$ cat config.mk
export PLATFORM = sky130hd
export DESIGN_NAME = rv32im_branch_unit
export DESIGN_NICKNAME = d
export VERILOG_FILES = /design/src/rtl/rv32im_branch_unit.sv
export SDC_FILE = /design/constraint.sdc
export NUM_CORES = 1
export LEC_CHECK = 0
export BUFFER_PORTS_ARGS = -buffer_cell sky130_fd_sc_hd__buf_2
export CAP_MARGIN = 0
export CORE_MARGIN = 10
export CORE_UTILIZATION = 49
export DETAILED_ROUTE_END_ITERATION = 12
export PLACE_DENSITY = 0.77
export SLEW_MARGIN = 20
export SYNTH_ARGS = -nofsm -noshare
export SYNTH_HDL_FRONTEND = slang
export SYNTH_SLANG_ARGS = --single-unit
$ cat constraint.sdc
create_clock -name clk_i -period 2.43 [get_ports clk_i]
set_clock_uncertainty 0.15 [all_clocks]
set_input_delay 0.1215 -clock clk_i [delete_from_list [all_inputs] [get_ports clk_i]]
set_output_delay 0.1215 -clock clk_i [all_outputs]
set_load 0.01 [all_outputs]
$ cat src/rtl/rv32im_branch_unit.sv
// Execute-stage branch/jump resolver: captures control alongside the ALU, resolves
// one cycle later from the ALU's registered flags, and drives redirect, flush and link.
module rv32im_branch_unit #(
  parameter int XLEN         = 32,
  parameter int FLUSH_CYCLES = 2
) (
  input  logic            clk_i,
  input  logic            reset_ni,
  input  logic            data_ready_i,
  input  logic            is_branch_i,
  input  logic            is_jal_i,
  input  logic            is_jalr_i,
  input  logic [2:0]      funct3_i,
  input  logic [XLEN-1:0] pc_i,
  input  logic [XLEN-1:0] imm_i,
  input  logic            equal_i,
  input  logic            less_i,
  input  logic            less_signed_i,
  input  logic [XLEN-1:0] alu_result_i,
  output logic            jump_o,
  output logic [XLEN-1:0] jump_target_o,
  output logic [XLEN-1:0] link_o,
  output logic            trap_o,
  output logic            flush_o,
  output logic            busy_o
);

  typedef enum logic [1:0] {
    S_IDLE    = 2'd0,
    S_RESOLVE = 2'd1,
    S_FLUSH   = 2'd2
  } state_t;

  localparam logic [3:0] LP_FLUSH = 4'(FLUSH_CYCLES);

  state_t          r_state;
  state_t          w_state_next;
  logic [3:0]      r_cnt;

  logic            r_is_branch;
  logic            r_is_jal;
  logic            r_is_jalr;
  logic [2:0]      r_funct3;
  logic [XLEN-1:0] r_pc;
  logic [XLEN-1:0] r_imm;

  logic            r_jump;
  logic            r_trap;
  logic [XLEN-1:0] r_target;
  logic [XLEN-1:0] r_link;

  logic            w_new_jump;
  logic            w_is_jump;
  logic            w_cond;
  logic            w_taken;
  logic            w_can_accept;
  logic            w_capture;
  logic [XLEN-1:0] w_target;

  assign w_new_jump = is_branch_i | is_jal_i | is_jalr_i;
  assign w_is_jump  = r_is_jal | r_is_jalr;

  always_comb begin
    w_cond = 1'b0;
    case (r_funct3)
      3'b000:  w_cond = equal_i;
      3'b001:  w_cond = !equal_i;
      3'b100:  w_cond = less_signed_i;
      3'b101:  w_cond = !less_signed_i;
      3'b110:  w_cond = less_i;
      3'b111:  w_cond = !less_i;
      default: w_cond = 1'b0;
    endcase
  end

  assign w_taken = (r_state == S_RESOLVE) && (w_is_jump || (r_is_branch && w_cond));

  // JALR takes the ALU sum with bit 0 forced low; branches and JAL wrap freely.
  assign w_target = r_is_jalr ? (alu_result_i & ~XLEN'(1)) : (r_pc + r_imm);

  // A taken resolution squashes anything arriving in the same cycle.
  assign w_can_accept = (r_state == S_IDLE) || ((r_state == S_RESOLVE) && !w_taken);
  assign w_capture    = data_ready_i && w_can_accept && w_new_jump;

  always_ff @(posedge clk_i) begin
    if (!reset_ni) begin
      r_state <= S_IDLE;
    end else begin
      r_state <= w_state_next;
    end
  end

  always_comb begin
    w_state_next = r_state;
    case (r_state)
      S_IDLE: begin
        if (w_capture) w_state_next = S_RESOLVE;
      end
      S_RESOLVE: begin
        if (w_taken)        w_state_next = S_FLUSH;
        else if (w_capture) w_state_next = S_RESOLVE;
        else                w_state_next = S_IDLE;
      end
      S_FLUSH: begin
        if (r_cnt <= 4'd1) w_state_next = S_IDLE;
      end
      default: w_state_next = S_IDLE;
    endcase
  end

  always_comb begin
    flush_o = (r_state == S_FLUSH);
    busy_o  = (r_state != S_IDLE);
  end

  always_ff @(posedge clk_i) begin
    if (!reset_ni) begin
      r_cnt <= 4'd0;
    end else if (w_taken) begin
      r_cnt <= LP_FLUSH;
    end else if ((r_state == S_FLUSH) && (r_cnt != 4'd0)) begin
      r_cnt <= r_cnt - 4'd1;
    end
  end

  always_ff @(posedge clk_i) begin
    if (!reset_ni) begin
      r_is_branch <= 1'b0;
      r_is_jal    <= 1'b0;
      r_is_jalr   <= 1'b0;
      r_funct3    <= 3'd0;
      r_pc        <= '0;
      r_imm       <= '0;
    end else if (w_capture) begin
      r_is_branch <= is_branch_i;
      r_is_jal    <= is_jal_i;
      r_is_jalr   <= is_jalr_i;
      r_funct3    <= funct3_i;
      r_pc        <= pc_i;
      r_imm       <= imm_i;
    end
  end

  always_ff @(posedge clk_i) begin
    if (!reset_ni) begin
      r_jump   <= 1'b0;
      r_trap   <= 1'b0;
      r_target <= '0;
      r_link   <= '0;
    end else begin
      r_jump <= 1'b0;
      r_trap <= 1'b0;
      if (w_taken) begin
        // A misaligned target still loads the target and flushes, but traps instead.
        r_jump   <= !w_target[1];
        r_trap   <= w_target[1];
        r_target <= w_target;
        if (w_is_jump) r_link <= r_pc + XLEN'(4);
      end
    end
  end

  assign jump_o        = r_jump;
  assign trap_o        = r_trap;
  assign jump_target_o = r_target;
  assign link_o        = r_link;

  a_pulse_exclusive : assert property (@(posedge clk_i) disable iff (!reset_ni) !(jump_o && trap_o));

endmodule
=== After elaboration in Yosys (flattened, before gate mapping) ===
Cells that the tools add are included.
W data, S select, Z words.

* Logic and storage cells: 61
* Memories kept: 0
* Memory bits (read-only): 0
* Input port bits: 108
* Output and inout bits: 68
* Bits in latches: 0
* RAM bits: 0
* Register bits: 142

* Shifts and indexed selects: 0
* Bitwise operators: 4
* Order comparisons: 1
* Div/mod/pow operators: 0
* Muxes and demuxes: 9
* Add/sub/neg operators: 3
* Reduce and logical (&&, ||, !) cells: 22
* Multipliers: 0
* Eq/ne operators: 9

{| class="wikitable"
|+ Operators with widths
! kind !! number
|-
| $add A32 B3 Y32 const B || 1
|-
| $add A32 B32 Y32 || 1
|-
| $mux W32 || 1
|-
| $eq A3 B3 Y1 const B || 4
|-
| $mux W2 || 5
|-
| $logic_and A1 B1 Y1 || 6
|-
| $pmux W1 S6 || 1
|-
| $pmux W2 S3 || 1
|-
| $reduce_and A2 Y1 || 3
|-
| $logic_not A1 Y1 || 5
|-
| $le A4 B1 Y1 const B || 1
|-
| $reduce_bool A2 Y1 || 2
|-
| $reduce_bool A4 Y1 || 1
|-
| $sub A4 B1 Y4 const B || 1
|-
| $eq A3 B1 Y1 const B || 1
|-
| $logic_not A3 Y1 || 1
|-
| $or A1 B1 Y1 || 3
|-
| $eq A2 B1 Y1 const B || 1
|-
| $eq A2 B2 Y1 const B || 1
|-
| $logic_not A2 Y1 || 1
|-
| $logic_or A1 B1 Y1 || 2
|-
| $ne A2 B1 Y1 const B || 1
|-
| $ne A2 B2 Y1 const B || 1
|-
| $reduce_or A2 Y1 || 1
|-
| 2 further kinds || 2
|}

=== Depth between registers and ports, before layout ===
* Depth after elaboration: 13
* Gate-level depth with buffers: 11
* Gate-level depth less buffers: 11

=== Worst setup path before layout ===
No wires, ideal clock.

* Path type: reg2reg
* Start: reg r_pc[12]
* End: reg r_target[31], in the netlist jump_target_o[31]
* Required time: 2,147 ps
* Stages on the path, launching flop included: 11
* Data arrival time: 2,274 ps
* Path slack: -127 ps
* Setup time: 133 ps
* Clock period less this slack: 2,557 ps
* Path buffers: 1
* Cell sequence: dfxtp_1 -> ha_1 -> buf_2 -> a22o_1 -> nor4_2 -> a21oi_4 -> a21oi_4 -> a21oi_2 -> or4_1 -> nand4_1 -> a31oi_1

* Cells in the longest elaborated chain, start to end: 2

{| class="wikitable"
|+ RTL lines
! what !! line !! text
|-
| start, declared || 44 || <nowiki>logic [XLEN-1:0] r_pc;</nowiki>
|-
| start signal, assigned || 139 || <nowiki>r_pc <= pc_i;</nowiki>
|-
| $add A32 B32 Y32 || 79 || <nowiki>assign w_target = r_is_jalr ? (alu_result_i & ~XLEN'(1)) : (r_pc + r_imm);</nowiki>
|-
| $mux W32 || 79 ||
|-
| end signal, assigned || 157 || <nowiki>r_target <= w_target;</nowiki>
|-
| end, declared || 49 || <nowiki>logic [XLEN-1:0] r_target;</nowiki>
|}

Every way passes these cells.
A chain may end at the register's enable or synchronous reset.

=== Final worst setup path ===
* Start: reg r_imm[21]
* End: reg r_target[28], in the netlist jump_target_o[28]

* Cells in the longest elaborated chain, start to end: 2

{| class="wikitable"
|+ RTL lines
! what !! line !! text
|-
| start, declared || 45 || <nowiki>logic [XLEN-1:0] r_imm;</nowiki>
|-
| start signal, assigned || 140 || <nowiki>r_imm <= imm_i;</nowiki>
|-
| $add A32 B32 Y32 || 79 ||
|-
| $mux W32 || 79 ||
|}

Every way passes these cells.

==> results.md <==
- Final Total Pwr: 6.714 mW
- Avg Cell Area, Syn: 7.937 um2
- Worst Path Required: 2.60 ns
- Synth Instances: 934
- Hold WS: 0.02892 ns
- Power Dens Cells: 554.9 nW/um2
- Core Rows: 44
- Root buf cell: clkbuf_16
- I/O pin count: 176
- Endpoints failing setup: 47
- DP Wirelength: 17490 um
- Gr usage total: 24.99%
- Inst Count DP: 1331
- Post-route insts no fill: 1495
- Vias per cell: 6.052
- Layout cells sized above 1: 41.06%
- Met1 Track Usage GR: 31.73%
- Final Hold Fails: 0
- Synth cell count leaders: 207 x nand2_1, 142 x dfxtp_1, 120 x a21oi_1, 72 x nor2_1, 40 x clkbuf_1
- Critical Path AT: 2.84 ns
- CTS tree: yes
- P_leak: 5.275 nW
- PortBufs: 174
- Min-Delay Path Class: in2reg
- Outcome: finished with violations
- Register area share after synthesis: 38.35%
- Die X: 143 um
- Global-route wire length before repair: 41060 um
- Core box area: 14700 um2
- Synthesis-to-finish area growth: 63.21%
- Post-route cell area: 12100 um2
- H-tree depth: 4
- FF-to-FF Start: r_imm[21]
- Post-synth top area cell: dfxtp_1
- VDD IR max: 515.7 uV
- Max-Slew Margin vs Limit: 22.02%
- Mapped Area: 7413 um2
- Synth Net Count: 1077
- GR Util met3: 5.572%
- Actual slew at the worst max-slew pin: 1.157 ns
- Vias in the first global route: 8070
- Ys async rst share: 0%
- Largest net degree at the start of global routing: 77
- Startpoint Class: flip-flop
- WS Path Type: reg2reg
- Die Area: 20450 um2
- Fillers: 756
- RSZ-0062 raised after global routing: true
- Post-synth EDFFs: 0
- Initial cell density of the core: 50.43%
- Max Cap Viol: 0
- Wirelength, routed: 32790 um
- Synth Flop Type: dfxtp_1
- TritonCTS Buffers: 17
- Detailed Route Iter0 Violations: 983
- Clk buf depth: 2
- Failing checks: setup timing
- Synth Register Bits: 142
- CP Max Fanout: 6
- Met2 Use GR: 40.08%
- Period utilization: 109.7%
- Placed Area: 9131 um2
- Top cells by area, synth: dfxtp_1 38%, nand2_1 10%, a21oi_1 8.1%, ha_1 5.7%, nor2_1 3.6%
- WL/cell: 21.93 um
- Post-route ant nets: 0
- Skew-Pair Late Insertion Delay: 0.43 ns
- Count of pins over their slew limit: 0
- Max Clk Rate: 375.2 MHz
- CTS Sinks: 142
- HP Start: alu_result_i[2]
- Final WS setup: -0.2356 ns
- Distinct cells, synth: 70
- Overflow after GRT: 0
- Top Usage Layer GRT: met2
- Synth top area share: 38.35%
- Tmin final: 2.666 ns
- Die H: 143 um
- Drt first pass iters: 6
- Yosys Warn Count: 0
- Remaining DRCs: 0
- Nets: 1442
- CTS clock-pin slew for the worst setup and hold paths: 0.06 ns
- Routability cong.: 0.8797
- Most frequent cell after synthesis: nand2_1
- CP endpoint kind: flip-flop
- Vias: 9047
- Critical path origin: r_imm[21]
- Antenna violations before repair: 3
registers in the layout, indices dropped and copies added (netlist names):
name,cells
jump_o,1
jump_target_o,32
link_o,32
r_cnt,4
r_funct3,3
r_imm,32
r_is_branch,1
r_is_jal,1
r_is_jalr,1
r_pc,32
r_state,2
trap_o,1
layer usage:
layer	share of wire (%)	vias up	wire [um]
met2	46	633	15160
met1	38	4211	12510
met3	9.7	181	3188
met4	5.9	0	1932
li1	-	4022	-
met5	0	-	0
cells in the final DEF (no fill, tap or decap), types with 24 or more instances in the layout:
master,instances
buf_2,174
nand2_1,143
dfxtp_1,123
dlygate4sd3_1,101
buf_4,95
nor2_1,72
a21oi_1,64
a21oi_2,57
nand2_4,40
o21ai_0,34
a211oi_1,26
nand2_2,25
xnor2_1,24
worst max-delay path: stages (launching register included):
cell	delay, ns
dfxtp_1	0.45
ha_1	0.41
a21o_1	0.26
a21o_1	0.20
a21o_1	0.19
a21oi_1	0.17
o21ai_0	0.19
nor3_1	0.25
a21oi_2	0.08
a21oi_1	0.15
nor2_1	0.06
where the power goes:
part	switching, mW	internal [mW]
Clock	0.985	1.35
Sequential	0.136	2.47
Combinational	0.943	0.831
Total	2.06	4.65
metrics by stage:
| stage | TNS, ns | worst slack, ns | util [%] |
|---|---|---|---|
| 2_1_floorplan | -0.05930 | -0.05930 | - |
| 3_5_place_dp | -3.244 | -0.1502 | 62.12 |
| 3_3_place_gp | -0.2300 | -0.07487 | 62.12 |
| 5_1_grt | -7.713 | -0.3183 | 82.31 |
| 4_1_cts | -0.5456 | -0.1169 | 74.17 |
| 6_report | -2.026 | -0.2356 | 82.31 |
logic make-up after synthesis:
logic type / share of synthesized area (%)
DFF: 38.35
muxes: 0.4051
xor gates and xnor gates: 6.380
AOI/OAI and AO/OA: 23.53
and+or+nand+nor: 21.69
adders and majority gates: 6.008
buffers and inverters: 3.645
final cells by class:
type | count | area [um2] | area share [%]
inverter | 11 | 42.54 | 0.3516
timing repair buffer | 398 | 3099 | 25.62
clock inverter | 7 | 42.54 | 0.3516
sequential | 142 | 2867 | 23.69
antenna | 3 | 7.507 | 0.06205
multi-input combinational | 729 | 5340 | 44.14
clock buffer | 21 | 470.5 | 3.888
tap | 184 | 230.2 | 1.903
path summary, 6_finish.rpt:
| check | cells after the start | end | slack (ns) |
|---|---|---|---|
| hold reg to reg | 2 | jump_target_o[0] | 0.31 |
| setup / recovery | 10 | jump_target_o[28] | -0.24 |
| setup reg to reg | 10 | jump_target_o[28] | -0.24 |
| hold / removal | 5 | jump_target_o[2] | 0.03 |
what timing repair did:
item,4_1_cts,5_1_grt
gates resized for setup,24,226
gates cloned,1,12
buffers inserted,9,10
hold buffers,101,0
endpoints found under the setup margin,77,93
pin swaps,18,115
endpoints found under the hold margin,102,0
Power figures use the tool's default switching activity.
